<file path="src/rtl/rf_write_arbiter.sv">
// Arbitrates the register file's single write port between the ALU writeback (A)
// and the load/mul-div writeback (B): fixed priority to A with forced B grants.
module rf_write_arbiter #(
    parameter int MAX_WAIT = 4,
    parameter int CNT_W    = 16
) (
    input  logic             clk,
    input  logic             reset,
    input  logic             aValid,
    input  logic [4:0]       aRd,
    input  logic [31:0]      aData,
    output logic             aReady,
    input  logic             bValid,
    input  logic [4:0]       bRd,
    input  logic [31:0]      bData,
    output logic             bReady,
    output logic             writeEnable,
    output logic [4:0]       rd,
    output logic [31:0]      data,
    output logic             forcedB,
    output logic [CNT_W-1:0] conflictCount
);

    typedef enum logic {
        NORMAL  = 1'b0,
        FORCE_B = 1'b1
    } state_t;

    state_t     state, state_next;
    logic [3:0] wait_cnt, wait_next;
    logic       a_xfer, b_xfer;

    // NOTE: every always_comb output gets a default first so no path leaves it
    // unassigned, which would otherwise infer a latch.
    always_comb begin
        aReady     = 1'b0;
        bReady     = 1'b0;
        state_next = state;
        wait_next  = wait_cnt;

        if (!reset) begin
            case (state)
                NORMAL: begin
                    aReady = aValid;
                    bReady = bValid && !aValid;
                end
                FORCE_B: bReady = bValid;
                default: ;
            endcase
        end

        if (!bValid || bReady) wait_next = 4'd0;
        else                   wait_next = wait_cnt + 4'd1;

        case (state)
            NORMAL: begin
                // The losing cycle that brings the count to MAX_WAIT arms the forced grant.
                if (bValid && !bReady && (wait_cnt + 4'd1 == 4'(MAX_WAIT))) begin
                    state_next = FORCE_B;
                    wait_next  = 4'd0;
                end
            end
            // FORCE_B lasts one cycle: either B transfers or B dropped its request.
            FORCE_B: state_next = NORMAL;
            default: state_next = NORMAL;
        endcase
    end

    assign a_xfer  = aValid && aReady;
    assign b_xfer  = bValid && bReady;
    assign forcedB = (state == FORCE_B);

    // NOTE: sequential state uses non-blocking assignments so every register
    // samples pre-edge values regardless of statement order.
    always_ff @(posedge clk) begin
        if (reset) begin
            state    <= NORMAL;
            wait_cnt <= 4'd0;
        end else begin
            state    <= state_next;
            wait_cnt <= wait_next;
        end
    end

    // Registered write port: rd/data hold on idle cycles, x0 writes are swallowed.
    always_ff @(posedge clk) begin
        if (reset) begin
            writeEnable <= 1'b0;
            rd          <= 5'd0;
            data        <= 32'd0;
        end else if (a_xfer) begin
            writeEnable <= (aRd != 5'd0);
            rd          <= aRd;
            data        <= aData;
        end else if (b_xfer) begin
            writeEnable <= (bRd != 5'd0);
            rd          <= bRd;
            data        <= bData;
        end else begin
            writeEnable <= 1'b0;
        end
    end

    always_ff @(posedge clk) begin
        if (reset) begin
            conflictCount <= '0;
        end else if (aValid && bValid && (conflictCount != {CNT_W{1'b1}})) begin
            conflictCount <= conflictCount + CNT_W'(1);
        end
    end

endmodule

</file>
<file path="config.mk">
export PLATFORM = sky130hd
export DESIGN_NAME = rf_write_arbiter
export DESIGN_NICKNAME = d
export VERILOG_FILES = /design/src/rtl/rf_write_arbiter.sv
export SDC_FILE = /design/constraint.sdc
export NUM_CORES = 1
export LEC_CHECK = 0
export BUFFER_PORTS_ARGS = -buffer_cell sky130_fd_sc_hd__buf_4
export CAP_MARGIN = 30
export CORE_MARGIN = 10
export CORE_UTILIZATION = 25
export CTS_BUF_LIST = sky130_fd_sc_hd__clkbuf_16
export DETAILED_ROUTE_END_ITERATION = 6
export SYNTH_ARGS = -nofsm -noshare
export SYNTH_HDL_FRONTEND = slang
export SYNTH_SLANG_ARGS = --single-unit
</file>
<file path="constraint.sdc">
create_clock -name clk -period 3.8 [get_ports clk]
set_clock_uncertainty 0.15 [all_clocks]
set_input_delay 0.38 -clock clk [delete_from_list [all_inputs] [get_ports clk]]
set_output_delay 0.38 -clock clk [all_outputs]
set_load 0.01 [all_outputs]
</file>
==> flow_summary.yaml, run 1 <==
timing:
  setup_tns_ps: 0
  drv_slew: 0
  worst_pin_slew_ps: 752
  slew_headroom_pct: 49.7
  hold_viol: 0
  clock.fmax_mhz: 432
  rsz0062_at_grt: "no"
  period_minus_slack_ps: 2320
  setup_viol: 0
  fin_crit_sh_pct: 60.9
outcome:
  outcome: "finished clean"
floorplan:
  io_pins: 135
  start_util_pct: 26.0
  die_h_um: 124
  core_um2: 10400
  rows: 37
  fp.dieW_um: 124
  fp.dieArea_um2: 15400
placed_design:
  gp_congestion: 0.740
  place_inst: 550
  portBuffers: 134
  dp_hpwl_um: 6440
clock_network:
  htree_levels: 3
  cts_buffer_depth: 2
  postCtsHoldBufs: 0
  clock_sink_count: 59
  cts_buffers: 9
  clock-root-buffer: "clkbuf_16"
  postCtsSetupBuffers: 0
  clkLatencyLatePin_ps: 320
  clkTransAtPathRegs_ps: 50
  ctsResizeCount: 0
  cts_tree: "done"
global_routing:
  grt_pass1_vias: 2665
  grt-ovfl-total: 0
  grt_pass1_wl_um: 13500
  grt_max_degree: 63
  antenna_found_initial: 0
  grt.total_usage_pct: 10.9
power:
  power.density_nw_per_um2: 406
  p_leak_nw: 1.85
  ir_drop_mv: 0.213
synthesis:
  yosysWarnings: 0
  ys_seq_area_share_pct: 43.7
  synthTopCellsByArea: "dfxtp_1 (44%), mux2i_1 (14%), a211oi_1 (10%)"
  async_flop_share_pct: 0
  yosysTopAreaCell: "dfxtp_1"
  syn-num-nets: 378
  synthCells: 297
  yosys_register_bits: 59
  synth_top_area_share_pct: 43.7
  syn-cell-area_um2: 2710
  synthFlopType: "dfxtp_1"
  syn_area_per_cell_um2: 9.11
  ys_types: 34
  synth-edff-count: 0
worst_setup_path:
  crit_path_max_incr_delay_ps: 560
  path_delay_family: "simple AND/OR/NAND/NOR gates"
  r2r-end: "conflictCount[12]"
  ff2ff_setup_slack_ps: 1670
  worst_setup_path_start_kind: "flip-flop"
  cp_slowest_cell: "nand2_2"
  path_cells: "inv_1 -> nand2_2 -> and3b_1 -> buf_4"
  crit_fanout: 43
  end_kind: "output pin"
  reg2regPathDepth: 5
  required_ps: 3270
  r2r-start: "conflictCount[0]"
  crit_type: "flip-flop to output pin"
  cp.arrival_ps: 1790
  cp_num_buf_inv: 2
cells_and_area:
  area_growth_pct: 51.5
  fillers: 1066
  drive_above_1_share_pct: 36.4
  nets: 506
  num_antenna_cells: 0
  layout.cells.non_filler: 564
route:
  drt-wirelength-per-cell_um: 15.5
  routed_wl_um: 8760
  drtPass1Iterations: 4
  postRouteAntennaNets: 0
  route.detailed.drc: 0
  drtIter0Drc: 111
  vias: 2626
  routed_via_density: 4.66
worst_hold_path:
  worstHoldEndpoint: "data[2]"
  hp-class: "input pin to flip-flop"
  holdCritStartpoint: "aData[2]"
  holdPathStages: 3
flow_run:
  max_cap_viol_count: 0
## cells in the mapped netlist, types with 6 or more instances
master and count:
o21ai_0 7, nand3_1 7, nand2_1 9, a21oi_1 9, mux2i_1 38, clkbuf_1 12
a211oi_1 37, nor2b_1 6, nor3_1 6, dfxtp_1 59, nor2_1 51
## metrics by stage
stage / setup slack [ps] / cell area (um^2) / power (mW) / hold slack [ps] / util (%)
2_1_floorplan: 1780 / 2710 / 0.783 / 303 / -
3_3_place_gp: 1680 / 3830 / 0.915 / 325 / 36.7
3_5_place_dp: 1640 / 3830 / 0.918 / 333 / 36.7
4_1_cts: 1440 / 4100 / 1.70 / 193 / 39.4
5_1_grt: 1320 / 4100 / 1.74 / 205 / 39.4
6_report: 1480 / 4100 / 1.66 / 206 / 39.4
## worst max path at each step
stage	from	to	slack (ps)	depth (start not counted)
CTS	forcedB	bReady	1440	4
floorplan	conflictCount[0]	conflictCount[12]	1780	5
finish	forcedB	bReady	1480	4
global route	forcedB	bReady	1320	4
global placement	aValid	conflictCount[13]	1680	5
detailed placement	aValid	data[10]	1640	5
## report_power, final
group          internal, mW  switching, mW  total, mW
logic                 0.129          0.103      0.232
clock network         0.492          0.269      0.761
registers             0.652         0.0177      0.670
total                  1.27          0.390       1.66
## routing by layer
metal | GRT usage, % | share of wire [%] | vias to the layer above | wire length, um
li1 | - | - | 1352 | -
met1 | 12.9 | 43 | 1180 | 3780
met2 | 17.3 | 47 | 88 | 4090
met3 | 4.93 | 9.3 | 6 | 812
met4 | 3.74 | 0.82 | 0 | 72
met5 | 0 | 0 | - | 0
## registers in the layout, summed over array words and instances (netlist names)
signal and flops:
data 32, conflictCount 16, rd 5, wait_cnt 4, forcedB 1, writeEnable 1
## cell type report
cell class,instances,area (um^2),share of cell area [%]
multi-input cells,215,1440,35.0
flip-flops and latches,59,1180,28.8
repair buffers,137,1030,25.1
clock buffers,9,225,5.49
well taps,136,170,4.15
clock inverters,5,47.5,1.16
inverters,3,11.3,0.275
## cell usage in the layout (no fill, tap or decap), drive strengths merged
master / n
o311a: 1
nand4: 6
or4b: 1
nor3: 6
or4: 5
bufinv: 1
mux2i: 38
nor4: 5
clkinv: 3
clkbuf: 9
or3: 5
a41o: 1
ha: 3
and2: 1
o21ai: 7
mux2: 3
nand3: 7
inv: 4
o31ai: 4
and3: 2
o41ai: 1
buf: 137
and4: 1
nand2: 9
nor2b: 6
nor3b: 2
and3b: 1
a22o: 1
nor2: 51
a21oi: 9
xor2: 2
dfxtp: 59
a211oi: 37
## worst register-to-register path, stage by stage, from the launching register on
cell     delay [ps]
dfxtp_1         400
ha_1            230
nand3_1         210
or4_1           570
or3_1           360
a21oi_1         130
## cells by family (layout without fill, tap and decap cells)
family / count (synthesis) / after routing / synth area share (%)
AOI/OAI and AO/OA: 61 / 61 / 15.7
xor gates and xnor gates: 2 / 2 / 0.648
adders and majority gates: 3 / 3 / 1.39
buffers and inverters: 23 / 154 / 3.38
DFF: 59 / 59 / 43.7
muxes: 41 / 41 / 15.3
and+or+nand+nor: 108 / 108 / 19.9
(Power assumes the default switching activity.)
==> run 2, diff against run 1 <==
==> constraint.sdc (replaced) <==
create_clock -name clk -period 2.21 [get_ports clk]
set_clock_uncertainty 0.15 [all_clocks]
set_input_delay 0.221 -clock clk [delete_from_list [all_inputs] [get_ports clk]]
set_output_delay 0.221 -clock clk [all_outputs]
set_load 0.01 [all_outputs]
==> run 2 against run 1 <==
Net effect:
- first-iteration DRC count grew 37%
- sequential power up 72%
- sequential share of layout area fell by 0.54 points
- via count up 2.2%
- total power grew 82%
- die area is the same
- register-to-register slack got worse by 1500 ps
- wire length grew 3.0%
- critical endpoint is now conflictCount[13]
- largest cell class unchanged
==> flow_summary.yaml, run 2 (same netlist as run 1, synthesis figures left out) <==
floorplan:
  rows: 37
  core_um2: 10400
  die_h_um: 124
  io_pins: 135
  fp.dieArea_um2: 15400
  start_util_pct: 26.0
  fp.dieW_um: 124
global_routing:
  grt.total_usage_pct: 11.4
  grt_pass1_vias: 2841
  grt_pass1_wl_um: 14100
  grt-ovfl-total: 0
  antenna_found_initial: 0
  grt_max_degree: 55
clock_network:
  postCtsHoldBufs: 0
  clkTransAtPathRegs_ps: 60
  cts_buffers: 9
  clkLatencyLatePin_ps: 320
  cts_tree: "done"
  clock-root-buffer: "clkbuf_16"
  cts_buffer_depth: 2
  postCtsSetupBuffers: 0
  ctsResizeCount: 0
  htree_levels: 3
  clock_sink_count: 59
power:
  ir_drop_mv: 0.393
  p_leak_nw: 1.88
  power.density_nw_per_um2: 725
cells_and_area:
  nets: 510
  layout.cells.non_filler: 570
  multi_input_area_um2: 1440
  top_register: "data"
  drive_above_1_share_pct: 37.1
  layout_common_cells: "buf_4 (140), dfxtp_1 (59), nor2_1 (51)"
  final_common_cell: "buf_4"
  area_growth_pct: 54.4
  regArea_um2: 1180
  fillers: 1038
  num_antenna_cells: 0
  largestRegisters: "data (32), conflictCount (16), rd (5)"
  largest_register_ffs: 32
worst_setup_path:
  crit_fanout: 7
  cp.arrival_ps: 2100
  worst_setup_path_start_kind: "flip-flop"
  r2r-start: "conflictCount[6]"
  ff2ff_setup_slack_ps: 200
  end_kind: "flip-flop"
  required_ps: 2310
  reg2regPathDepth: 4
  r2r-end: "conflictCount[13]"
  crit_type: "flip-flop to flip-flop"
flow_run:
  max_cap_viol_count: 0
timing:
  worst_pin_slew_ps: 643
  slew_headroom_pct: 57.1
  rsz0062_at_grt: "no"
  setup_viol: 0
  setup_tns_ps: 0
  drv_slew: 0
  hold_viol: 0
  fin_crit_sh_pct: 90.8
  final.setup.worst_slack_ps: 204
  clock.fmax_mhz: 499
  period_minus_slack_ps: 2010
route:
  drtIter0Drc: 152
  postRouteAntennaNets: 0
  vias: 2683
  route.detailed.drc: 0
  routed_via_density: 4.71
  routed_wl_um: 9020
  drtPass1Iterations: 4
  drt-wirelength-per-cell_um: 15.8
placed_design:
  dpl_worst_slack_ps: 238
  portBuffers: 134
  dp_hpwl_um: 6680
  gp_congestion: 0.779
  place_inst: 554
worst_hold_path:
  worstHoldEndpoint: "data[4]"
  holdCritStartpoint: "aData[4]"
  hp-class: "input pin to flip-flop"
  holdPathStages: 3
outcome:
  outcome: "finished clean"
## run 2: cell types whose count changed in the layout (fill, tap and decap cells not counted), sizes merged
| cell | change |
|---|---|
| buf | +4 |
| bufinv | +1 |
| clkinvlp | +1 |
## run 2: worst max-delay path by stage
stage,depth (start not counted),endpoint,slack (ps),from
floorplan,5,conflictCount[12],190,conflictCount[0]
detailed placement,4,conflictCount[13],240,conflictCount[4]
CTS,4,conflictCount[13],210,conflictCount[4]
global placement,4,conflictCount[13],270,conflictCount[5]
global route,4,conflictCount[13],70,conflictCount[4]
finish,4,conflictCount[13],200,conflictCount[6]
## run 2: area by class of cell
| cell class | instances | area share (%) |
|---|---|---|
| Sequential cell | 59 | 28.3 |
| Inverter | 3 | 0.270 |
| Multi-Input combinational cell | 215 | 34.4 |
| Clock buffer | 9 | 5.39 |
| Timing Repair Buffer | 141 | 25.6 |
| Clock inverter | 7 | 2.01 |
| Tap cell | 136 | 4.07 |
## run 2: power by group
part           internal (mW)  leakage [nW]  switching, mW  total (mW)
clock network          0.973         0.152          0.500        1.47
logic                  0.226          1.24          0.180       0.406
registers               1.12         0.486         0.0315        1.15
## run 2: critical path, cell delays in order (launching register included)
cell and delay [ps]:
dfxtp_1 420, nand4_2 210, or4b_4 590, or4_1 410, a21oi_1 140
## run 2: per-layer routing
metal,track usage [%],vias to the layer above,share of wire [%]
li1,-,1360,-
met1,13.4,1218,42
met3,4.80,9,9.5
met2,18.3,96,48
met5,0,-,0
met4,4.03,0,1.2
## run 2: metrics by stage
step	utilization [%]	hold slack [ps]	power [mW]	cell area, um^2
after floorplan	-	242	1.35	2710
after global placement	37.1	320	1.58	3870
after detailed placement	37.1	332	1.59	3870
after CTS	40.1	33.9	3.08	4180
after global routing	40.1	44.7	3.16	4180
final	40.1	41.7	3.03	4180
